===== src/rtl/rst_seq_ctrl.sv =====
// Reset sequencer: holds all target domains in reset for HOLD_CYC, then releases them in index order every STEP_CYC.
// First release HOLD_CYC cycles after start; soft requests arriving while busy are dropped, not queued.
module rst_seq_ctrl #(
  parameter int N_DOM    = 4,
  parameter int HOLD_CYC = 16,
  parameter int STEP_CYC = 8,
  parameter int CNT_W    = 8
) (
  input  logic             clk_sys,
  input  logic             rst,
  input  logic             soft_rst_req,
  input  logic [N_DOM-1:0] soft_rst_mask,
  output logic [N_DOM-1:0] dom_rst_n,
  output logic             seq_busy,
  output logic             seq_done,
  output logic [1:0]       rst_cause,
  output logic [7:0]       soft_cnt
);

  typedef enum logic [1:0] {S_ASSERT, S_HOLD, S_STEP, S_RUN} state_t;

  localparam int               STG_W     = (N_DOM > 1) ? $clog2(N_DOM) : 1;
  localparam logic [CNT_W-1:0] HOLD_LAST = CNT_W'(HOLD_CYC - 1);
  localparam logic [CNT_W-1:0] STEP_LAST = CNT_W'(STEP_CYC - 1);
  localparam logic [STG_W-1:0] STG_LAST  = STG_W'(N_DOM - 1);

  state_t           state;
  logic [CNT_W-1:0] cnt;
  logic [STG_W-1:0] stg;
  logic [STG_W-1:0] stg_nxt;
  logic [N_DOM-1:0] tgt;
  logic [N_DOM-1:0] rel_vec;
  logic             rel_meta;
  logic             req_q;
  logic             cnt_last;
  logic             soft_acc;

  // Stage to release when the current wait expires: 0 out of HOLD, k+1 out of STEP(k).
  always_comb begin
    stg_nxt  = (state == S_STEP) ? stg + 1'b1 : '0;
    rel_vec  = N_DOM'(1) << stg_nxt;
    cnt_last = (state == S_HOLD) ? (cnt == HOLD_LAST) : (cnt == STEP_LAST);
    soft_acc = (state == S_RUN) && soft_rst_req && !req_q && (soft_rst_mask != '0);
  end

  // rel_meta is the first synchronizer stage; the S_ASSERT exit is the second.
  always_ff @(posedge clk_sys or posedge rst) begin
    if (rst) begin
      rel_meta  <= 1'b0;
      req_q     <= 1'b0;
      state     <= S_ASSERT;
      cnt       <= '0;
      stg       <= '0;
      tgt       <= '1;
      dom_rst_n <= '0;
      seq_busy  <= 1'b1;
      seq_done  <= 1'b0;
      rst_cause <= 2'b01;
      soft_cnt  <= 8'd0;
    end else begin
      rel_meta <= 1'b1;
      req_q    <= soft_rst_req;
      seq_done <= 1'b0;
      case (state)
        S_ASSERT: begin
          if (rel_meta) begin
            state <= S_HOLD;
            cnt   <= '0;
          end
        end
        S_HOLD, S_STEP: begin
          if (cnt_last) begin
            cnt       <= '0;
            stg       <= stg_nxt;
            dom_rst_n <= dom_rst_n | (tgt & rel_vec);
            if (stg_nxt == STG_LAST) begin
              state    <= S_RUN;
              seq_busy <= 1'b0;
              seq_done <= 1'b1;
            end else begin
              state <= S_STEP;
            end
          end else begin
            cnt <= cnt + 1'b1;
          end
        end
        S_RUN: begin
          if (soft_acc) begin
            state     <= S_HOLD;
            cnt       <= '0;
            stg       <= '0;
            tgt       <= soft_rst_mask;
            dom_rst_n <= dom_rst_n & ~soft_rst_mask;
            seq_busy  <= 1'b1;
            rst_cause <= 2'b10;
            if (soft_cnt != 8'hFF) soft_cnt <= soft_cnt + 8'd1;
          end
        end
        default: state <= S_ASSERT;
      endcase
    end
  end

endmodule


===== config.mk =====
export PLATFORM = sky130hd
export DESIGN_NAME = rst_seq_ctrl
export DESIGN_NICKNAME = d
export VERILOG_FILES = /design/src/rtl/rst_seq_ctrl.sv
export SDC_FILE = /design/constraint.sdc
export NUM_CORES = 1
export LEC_CHECK = 0
export CAP_MARGIN = 20
export CORE_ASPECT_RATIO = 0.7
export CORE_MARGIN = 2
export CORE_UTILIZATION = 35
export DETAILED_ROUTE_END_ITERATION = 16
export PLACE_DENSITY = 0.6
export SLEW_MARGIN = 20
export SYNTH_ARGS = -nofsm -noshare
export SYNTH_HDL_FRONTEND = slang
export SYNTH_SLANG_ARGS = --single-unit

===== constraint.sdc =====
create_clock -name clk_sys -period 3.7 [get_ports clk_sys]
set_input_delay 0.555 -clock clk_sys [delete_from_list [all_inputs] [get_ports clk_sys]]
set_output_delay 0.555 -clock clk_sys [all_outputs]
set_load 0.02 [all_outputs]

# Word level (Yosys, flattened, before mapping)
# Index checks and enable logic that the tools add are counted.
# classes
add_sub_neg	3
eq_ne	11
shifts	1
muxes	24
bitwise	4
n_reduce_logical	14
# op_table
operator	n
8-bit two-way mux	3
8-bit one-hot mux with 3 select lines	1
8-bit by 1-bit adder with 8-bit output (second input constant)	2
2-bit two-way mux	6
3-bit AND reduction	3
4-bit bitwise AND	2
8-bit by 3-bit equality test with 1-bit output (second input constant)	1
8-bit by 4-bit equality test with 1-bit output (second input constant)	1
1-bit two-way mux	8
4-bit two-way mux	2
2-bit != test (second input constant)	4
8-bit != test (second input constant)	1
4-bit one-hot mux with 2 select lines	1
2-bit equality test (second input constant)	3
2-bit one-hot mux with 3 select lines	1
4-bit NOT	1
4-bit bitwise OR	1
2-bit one-hot mux with 2 select lines	1
2-bit AND reduction	2
4-bit AND reduction	1
4-bit nonzero test	1
1-bit by 2-bit left shift with 4-bit output (first input constant)	1
1-bit logical AND	3
2-bit by 1-bit adder with 2-bit output (second input constant)	1
other kinds (6)	6
# totals
ff_bits	34
output_inout_bits	16
elab_cells	68

# Longest topological paths before layout
# Gate-level depths: netlist of run 1.
# logic_depth
depth_word	7
mapped_depth	7
depth_no_buf	6

# Worst setup path after synthesis of run 1
# No wires, ideal clock.
# synth_path
path_type	input -> register
startpoint	input soft_rst_mask[2]
endpoint	register stg[1]
setup_ps	121
arrival_time_ps	1764
required_time_ps	3579
path_slack_ps	1815
path_stages	4
path_buffers	0
cell_sequence	or4_2 > nand2_1 > a21oi_1 > a22o_1
# synth_between
elab_chain_cells	4
# synth_rtl
element	line	source
start: declaration	12	input logic [N_DOM-1:0] soft_rst_mask,
4-bit nonzero test	43	soft_acc = (state == S_RUN) && soft_rst_req && !req_q && (soft_rst_mask != '0);
1-bit logical AND	43	
2-bit != test (no source line)	-	
3-bit AND reduction (no source line)	-	
end signal: assignment	74	stg <= stg_nxt;
end: declaration	29	logic [STG_W-1:0] stg;
# No other way between the ends.
# A chain may end at the register's enable or synchronous reset.

# Final worst setup path of run 1
# Ends and elaborated chain as after synthesis.

==> results of run 1 <==
==> layer usage <==
layer / wire length [um] / part of all wire
met5: 0 / 0
met4: 27 / 0.0073
met3: 160 / 0.043
met2: 1600 / 0.43
met1: 1900 / 0.52
==> synthesized netlist by cell type, drive strengths merged, types with 2 or more instances <==
cell type and count:
nor3 3, xor2 4, dfrtp 28, or2b 2
clkbuf 3, nand2b 3, a22o 2, xnor2 4
dfstp 6, inv 7, a31oi 2, o21ai 15
and3 2, o211ai 6, nand2 23, nand4 3
and2 2, or3 2, o31ai 3, ha 6
nand3 10, or2 3, a21oi 2, mux2i 2
nor2 6, o41ai 3
==> worst max path at each step <==
| stage | to | depth (start not counted) |
|---|---|---|
| 2_1_floorplan | stg[1] | 4 |
| 3_3_place_gp | stg[1] | 5 |
| 3_5_place_dp | stg[1] | 5 |
| 4_1_cts | stg[1] | 5 |
| 5_1_grt | stg[1] | 5 |
| 6_report | stg[1] | 5 |
==> per-stage QoR <==
stage | setup WS, ns | util | power [mW] | instances
4_1_cts | 1.49 | 0.443 | 1.47 | 267
3_3_place_gp | 1.23 | 0.424 | 1.18 | 259
2_1_floorplan | 1.81 | - | 0.991 | 171
5_1_grt | 1.37 | 0.443 | 1.58 | 267
3_5_place_dp | 1.17 | 0.424 | 1.18 | 259
6_report | 1.48 | 0.443 | 1.45 | 267
==> where the power goes <==
part           internal [mW]  switching [mW]  leakage [nW]
sequential             0.491          0.0890         0.413
combinational          0.246           0.341         0.417
clock                  0.150           0.135        0.0482
total                  0.888           0.566         0.879
==> registers in the layout, indices dropped and copies added, names as in the netlist <==
register	cells
req_q	1
seq_busy	1
tgt	4
state	2
soft_cnt	8
rel_meta	1
cnt	8
seq_done	1
stg	2
dom_rst_n	4
rst_cause	2
==> cell usage in the layout, fill, tap and decap left out, types with 2 or more instances in the layout <==
| master | n |
|---|---|
| xor2_1 | 4 |
| or2_2 | 3 |
| nand3_1 | 10 |
| and2_1 | 2 |
| nor3_1 | 2 |
| a22o_1 | 2 |
| nand4_1 | 3 |
| nor2_1 | 6 |
| o211ai_1 | 6 |
| o31ai_1 | 3 |
| inv_1 | 7 |
| clkbuf_8 | 6 |
| dfrtp_1 | 28 |
| a31oi_1 | 2 |
| xnor2_1 | 4 |
| nand2_1 | 23 |
| or2b_2 | 2 |
| nand2b_1 | 3 |
| clkdlybuf4s50_1 | 22 |
| ha_1 | 6 |
| dfstp_2 | 6 |
| mux2i_1 | 2 |
| a21oi_1 | 2 |
| o41ai_1 | 2 |
| o21ai_0 | 15 |
| or3_1 | 2 |
==> worst max-delay path, stage by stage <==
cell and delay, ns:
clkdlybuf4s50_1 0.46, or4_2 0.72, nand2_1 0.28, a21oi_1 0.14
a22o_1 0.24
==> layout make-up <==
class	instances	area share
Sequential cell	34	0.405
Inverter	7	0.0124
Clock inverter	1	0.00236
Clock buffer	7	0.0408
Multi-Input combinational cell	126	0.391
Timing Repair Buffer	23	0.108
Tap cell	69	0.0408
==> kinds of logic after synthesis <==
group,Yosys count,synth area share
buffers and inverters,11,0.0281
AOI/OAI and AO/OA,42,0.172
adders and majority gates,6,0.0433
DFF,34,0.495
and+or+nand+nor,67,0.207
muxes,2,0.0115
xor gates and xnor gates,8,0.0404
other,1,0.00216
==> out/qor.csv, run 1 <==
stage,metric,value,unit
logic_synthesis,syn_inst,171,
logic_synthesis,async_reset_ff_frac,1.00,
grt,grt_pass1_vias,1358,
route,wl,3700,um
logic_synthesis,yosysTopAreaCell,dfrtp_1,
clock_tree,path_clk_slew,0.07,ns
clock_tree,cts_buffers,5,
power_and_ir_drop,power.density,687,mW/mm2
setup_path,r2r_setup_slack,1.67,ns
floorplanning,die-area,0.00554,mm2
route,dr.pass1.iters,4,
grt,grt_max_degree,35,
layout,regArea,858,um2
logic_synthesis,ys_top_cells_by_area,"dfrtp_1 40%, dfstp_2 9.1%, nand2_1 5.0%",
clock_tree,cts_tree,done,
logic_synthesis,synth-seq-cells,34,
setup_path,reg2reg_from,state[0],
timing,fin_worst_skew,0.00722,ns
grt,grt_first_pass_wirelength,6600,um
setup_path,crit_type,primary input to flop,
status,status,finished clean,
setup_path,cp.required,3.88,ns
worst_hold_path,hold_path_end,tgt[1],
clock_tree,clk_path_buf_depth,2,
placement,gp_congestion,0.764,
timing,hold_viol,0,
timing,finalSetupTns,0,ns
timing,fmax,450,MHz
route,viasPerCell,5.14,
layout,drive_gt1_frac,0.126,
run,drv_cap,0,
timing,drv_slew,0,
timing,holdWs,0.459,ns
layout,multi_input_area,827,um2
logic_synthesis,syn_area,0.00173,mm2
layout,fin_area,0.00212,mm2
route,wire_per_inst,13.8,um
floorplanning,initial_utilization,0.363,
logic_synthesis,ys_seq_area_frac,0.495,
logic_synthesis,synth.avg_cell_area,10.1,um2
setup_path,endpoint_kind,flop,
setup_path,crit_start,soft_rst_mask[2],
route,final_antenna_net_count,0,
placement,dp_hpwl,2640,um
setup_path,rr_worst_depth,5,
logic_synthesis,synthFlopType,dfrtp_1,
timing,layout_min_cycle_time,2.22,ns
worst_hold_path,hp-class,flop to flop,
layout,fill_cells,492,
floorplanning,die_y,62.9,um
power_and_ir_drop,p_leak,0.879,nW
floorplanning,row_count,21,
grt,grt.met1_usage,0.228,
grt,antenna_found_initial,0,
floorplanning,ios,23,
clock_tree,cts_hold_buffers,0,
route,vias,1373,
setup_path,r2r-end,stg[1],
clock_tree,htreeDepth,2,
worst_hold_path,hold_start,tgt[1],
clock_tree,clock_sinks,34,
worst_hold_path,hold_depth,2,
route,drcViolationCount,0,
timing,setup_viol_count_final,0,
clock_tree,cts_setup_buffers,0,
floorplanning,core-area,0.00478,mm2
power_and_ir_drop,max-vdd-ir-drop,274,uV
timing,max-slew-margin-rel,0.552,
grt,met3_usage,0.0476,
timing,worst_slew_pin_slew,0.670,ns
timing,finalCritPeriodShare,0.601,
layout,area_growth,22.1,%
setup_path,critPathMaxFanout,9,
logic_synthesis,synthesis.nets,184,
logic_synthesis,synth_top_area_frac,0.404,
logic_synthesis,yosysWarnings,0,
logic_synthesis,ys_types,48,
floorplanning,die_x,88.1,um
clock_tree,ctsResizeCount,0,
timing,rsz0062_at_grt,no,
setup_path,start_kind,primary input,
logic_synthesis,synth-edff-count,0,
clock_tree,ctsRootBufferMaster,clkbuf_8,
grt,use_met2,0.216,
route,drt_iter0_drc,38,
grt,gr-usage-all-layers,0.154,
layout,fin_nets,210,
grt,grt_overflow,0,
clock_tree,clk_latency,0.29,ns
placement,port_buffers,22,
setup_path,worstPathArrival,2.41,ns
grt,grt_busiest_layer,met1,
placement,place_area,0.00203,mm2
layout,diodes,0,
Power figures use the tool's default switching activity.
==> run 2, diff against run 1 <==
- clock period: 3.7 -> 2.3 ns (I/O delays scaled with it)
==> out/qor.csv, run 2 (same netlist as run 1, synthesis figures left out) <==
stage,metric,value,unit
status,status,finished clean,
clock_tree,clk_latency,0.30,ns
grt,grt_busiest_layer,met1,
timing,hold_viol,0,
clock_tree,ctsRootBufferMaster,clkbuf_8,
timing,drv_slew,0,
route,wire_per_inst,13.9,um
grt,met3_usage,0.0528,
setup_path,cp_num_cells,4,
layout,fin_nets,214,
timing,holdWs,0.441,ns
route,final_antenna_net_count,0,
setup_path,rr_worst_depth,4,
timing,fmax,499,MHz
clock_tree,htreeDepth,2,
timing,setup_viol_count_final,0,
route,drcViolationCount,0,
grt,use_met2,0.195,
layout,drive_gt1_frac,0.144,
layout,layout.cells.non_filler,271,
floorplanning,ios,23,
placement,port_buffers,22,
layout,regArea,858,um2
run,drv_cap,0,
layout,area_growth,23.8,%
timing,fin_worst_skew,0.00647,ns
placement,place_area,0.00206,mm2
power_and_ir_drop,power.density,1110,mW/mm2
power_and_ir_drop,p_int,1.46,mW
setup_path,critPathMaxFanout,8,
clock_tree,clock_sinks,34,
clock_tree,cts_buffers,5,
placement,dp_hpwl,2750,um
layout,reg.largest.list,"cnt x8, soft_cnt x8",
power_and_ir_drop,pwr-share-seq,0.391,
timing,rsz0062_at_grt,no,
clock_tree,cts_hold_buffers,0,
placement,dpl.cell_count,263,
floorplanning,die-area,0.00554,mm2
power_and_ir_drop,p_sw,0.933,mW
route,vias,1367,
grt,grt.met1_usage,0.249,
power_and_ir_drop,power_frac_comb,0.415,
placement,gp_congestion,0.777,
layout,final_common_cell,dfrtp_1,
layout,mostFrequentLayoutCells,"28 x dfrtp_1, 23 x nand2_1, 22 x clkdlybuf4s50_1",
clock_tree,cts_setup_buffers,0,
grt,gr-usage-all-layers,0.157,
power_and_ir_drop,p_leak,0.898,nW
power_and_ir_drop,pwr-share-clk,0.194,
grt,grt_pass1_vias,1327,
setup_path,crit_path_top_delay_cell,or4b_4,
layout,fill_cells,478,
setup_path,crit_type,flop to flop,
route,viasPerCell,5.04,
floorplanning,row_count,21,
clock_tree,path_clk_slew,0.07,ns
floorplanning,core-area,0.00478,mm2
route,dr.pass1.iters,4,
power_and_ir_drop,power,2.39,mW
power_and_ir_drop,switching_share,0.390,
power_and_ir_drop,max-vdd-ir-drop,431,uV
timing,layout_min_cycle_time,2.00,ns
grt,grt_overflow,0,
route,drt_iter0_drc,86,
layout,multi_input_area,827,um2
setup_path,endpoint_kind,flop,
worst_hold_path,hp-class,primary input to async pin,
timing,finalSetupTns,0,ns
timing,finalCritPeriodShare,0.872,
setup_path,worstPathArrival,2.20,ns
setup_path,worstPathCellList,"or4b_4, o31a_1, a221o_1, a22o_1",
floorplanning,die_y,62.9,um
layout,diodes,0,
setup_path,cp.required,2.49,ns
floorplanning,initial_utilization,0.363,
setup_path,cp_top_family,compound AO/OA/AOI/OAI gates,
route,wl,3760,um
grt,grt_first_pass_wirelength,6600,um
setup_path,max_stage_delay,0.58,ns
setup_path,start_kind,flop,
clock_tree,cts_tree,done,
layout,fin_area,0.00215,mm2
clock_tree,ctsResizeCount,0,
grt,antenna_found_initial,0,
grt,grt_max_degree,35,
setup_path,cp.buffers_inverters,0,
clock_tree,clk_path_buf_depth,2,
floorplanning,die_x,88.1,um
run 2: final cells by class:
cell class,count,share of cell area
clock inverters,1,0.00233
clock buffers,7,0.0402
well taps,69,0.0402
repair buffers,27,0.120
multi-input cells,126,0.385
flip-flops and latches,34,0.400
inverters,7,0.0122
run 2: final timing paths:
kind,start,end,slack [ns]
setup reg to reg,cnt[4],stg[1],0.30
setup / recovery,cnt[4],stg[1],0.30
hold reg to reg,tgt[3],tgt[3],0.46
max in group asynchronous,rst,tgt[1],1.51
hold / removal,rst,soft_cnt[1],0.44
min in group clk_sys,tgt[3],tgt[3],0.46
run 2: per-stage QoR:
step / utilization / setup WS, ns
2_1_floorplan: - / 0.423
3_3_place_gp: 0.430 / 0.141
3_5_place_dp: 0.430 / 0.0742
4_1_cts: 0.449 / 0.282
5_1_grt: 0.449 / 0.133
6_report: 0.449 / 0.295
run 2: power by group through the flow:
stage	combinational [mW]	sequential (mW)	clock (mW)
6_report	0.992	0.935	0.463
5_1_grt	1.11	0.961	0.509
4_1_cts	0.996	0.934	0.481
3_5_place_dp	0.989	0.944	0
3_3_place_gp	0.988	0.940	0
2_1_floorplan	0.622	0.972	0
run 2: worst reg2reg max path, delay by kind of cell (launching register included):
family           cells  cell delay [ns]
flip-flops           1             0.43
AO/OA/AOI/OAI        3             0.90
AND/OR/NAND/NOR      1             0.58
run 2: per-layer routing:
| metal | part of all wire | routed length, um |
|---|---|---|
| met1 | 0.56 | 2120 |
| met2 | 0.39 | 1470 |
| met3 | 0.035 | 132 |
| met4 | 0.010 | 38 |
| met5 | 0 | 0 |
==> run 3, diff against run 2 <==
- CTS_CLUSTER_SIZE: unset -> 40
==> results of run 3 <==
No change in the layout: final DEF, timing and power equal those of run 2.
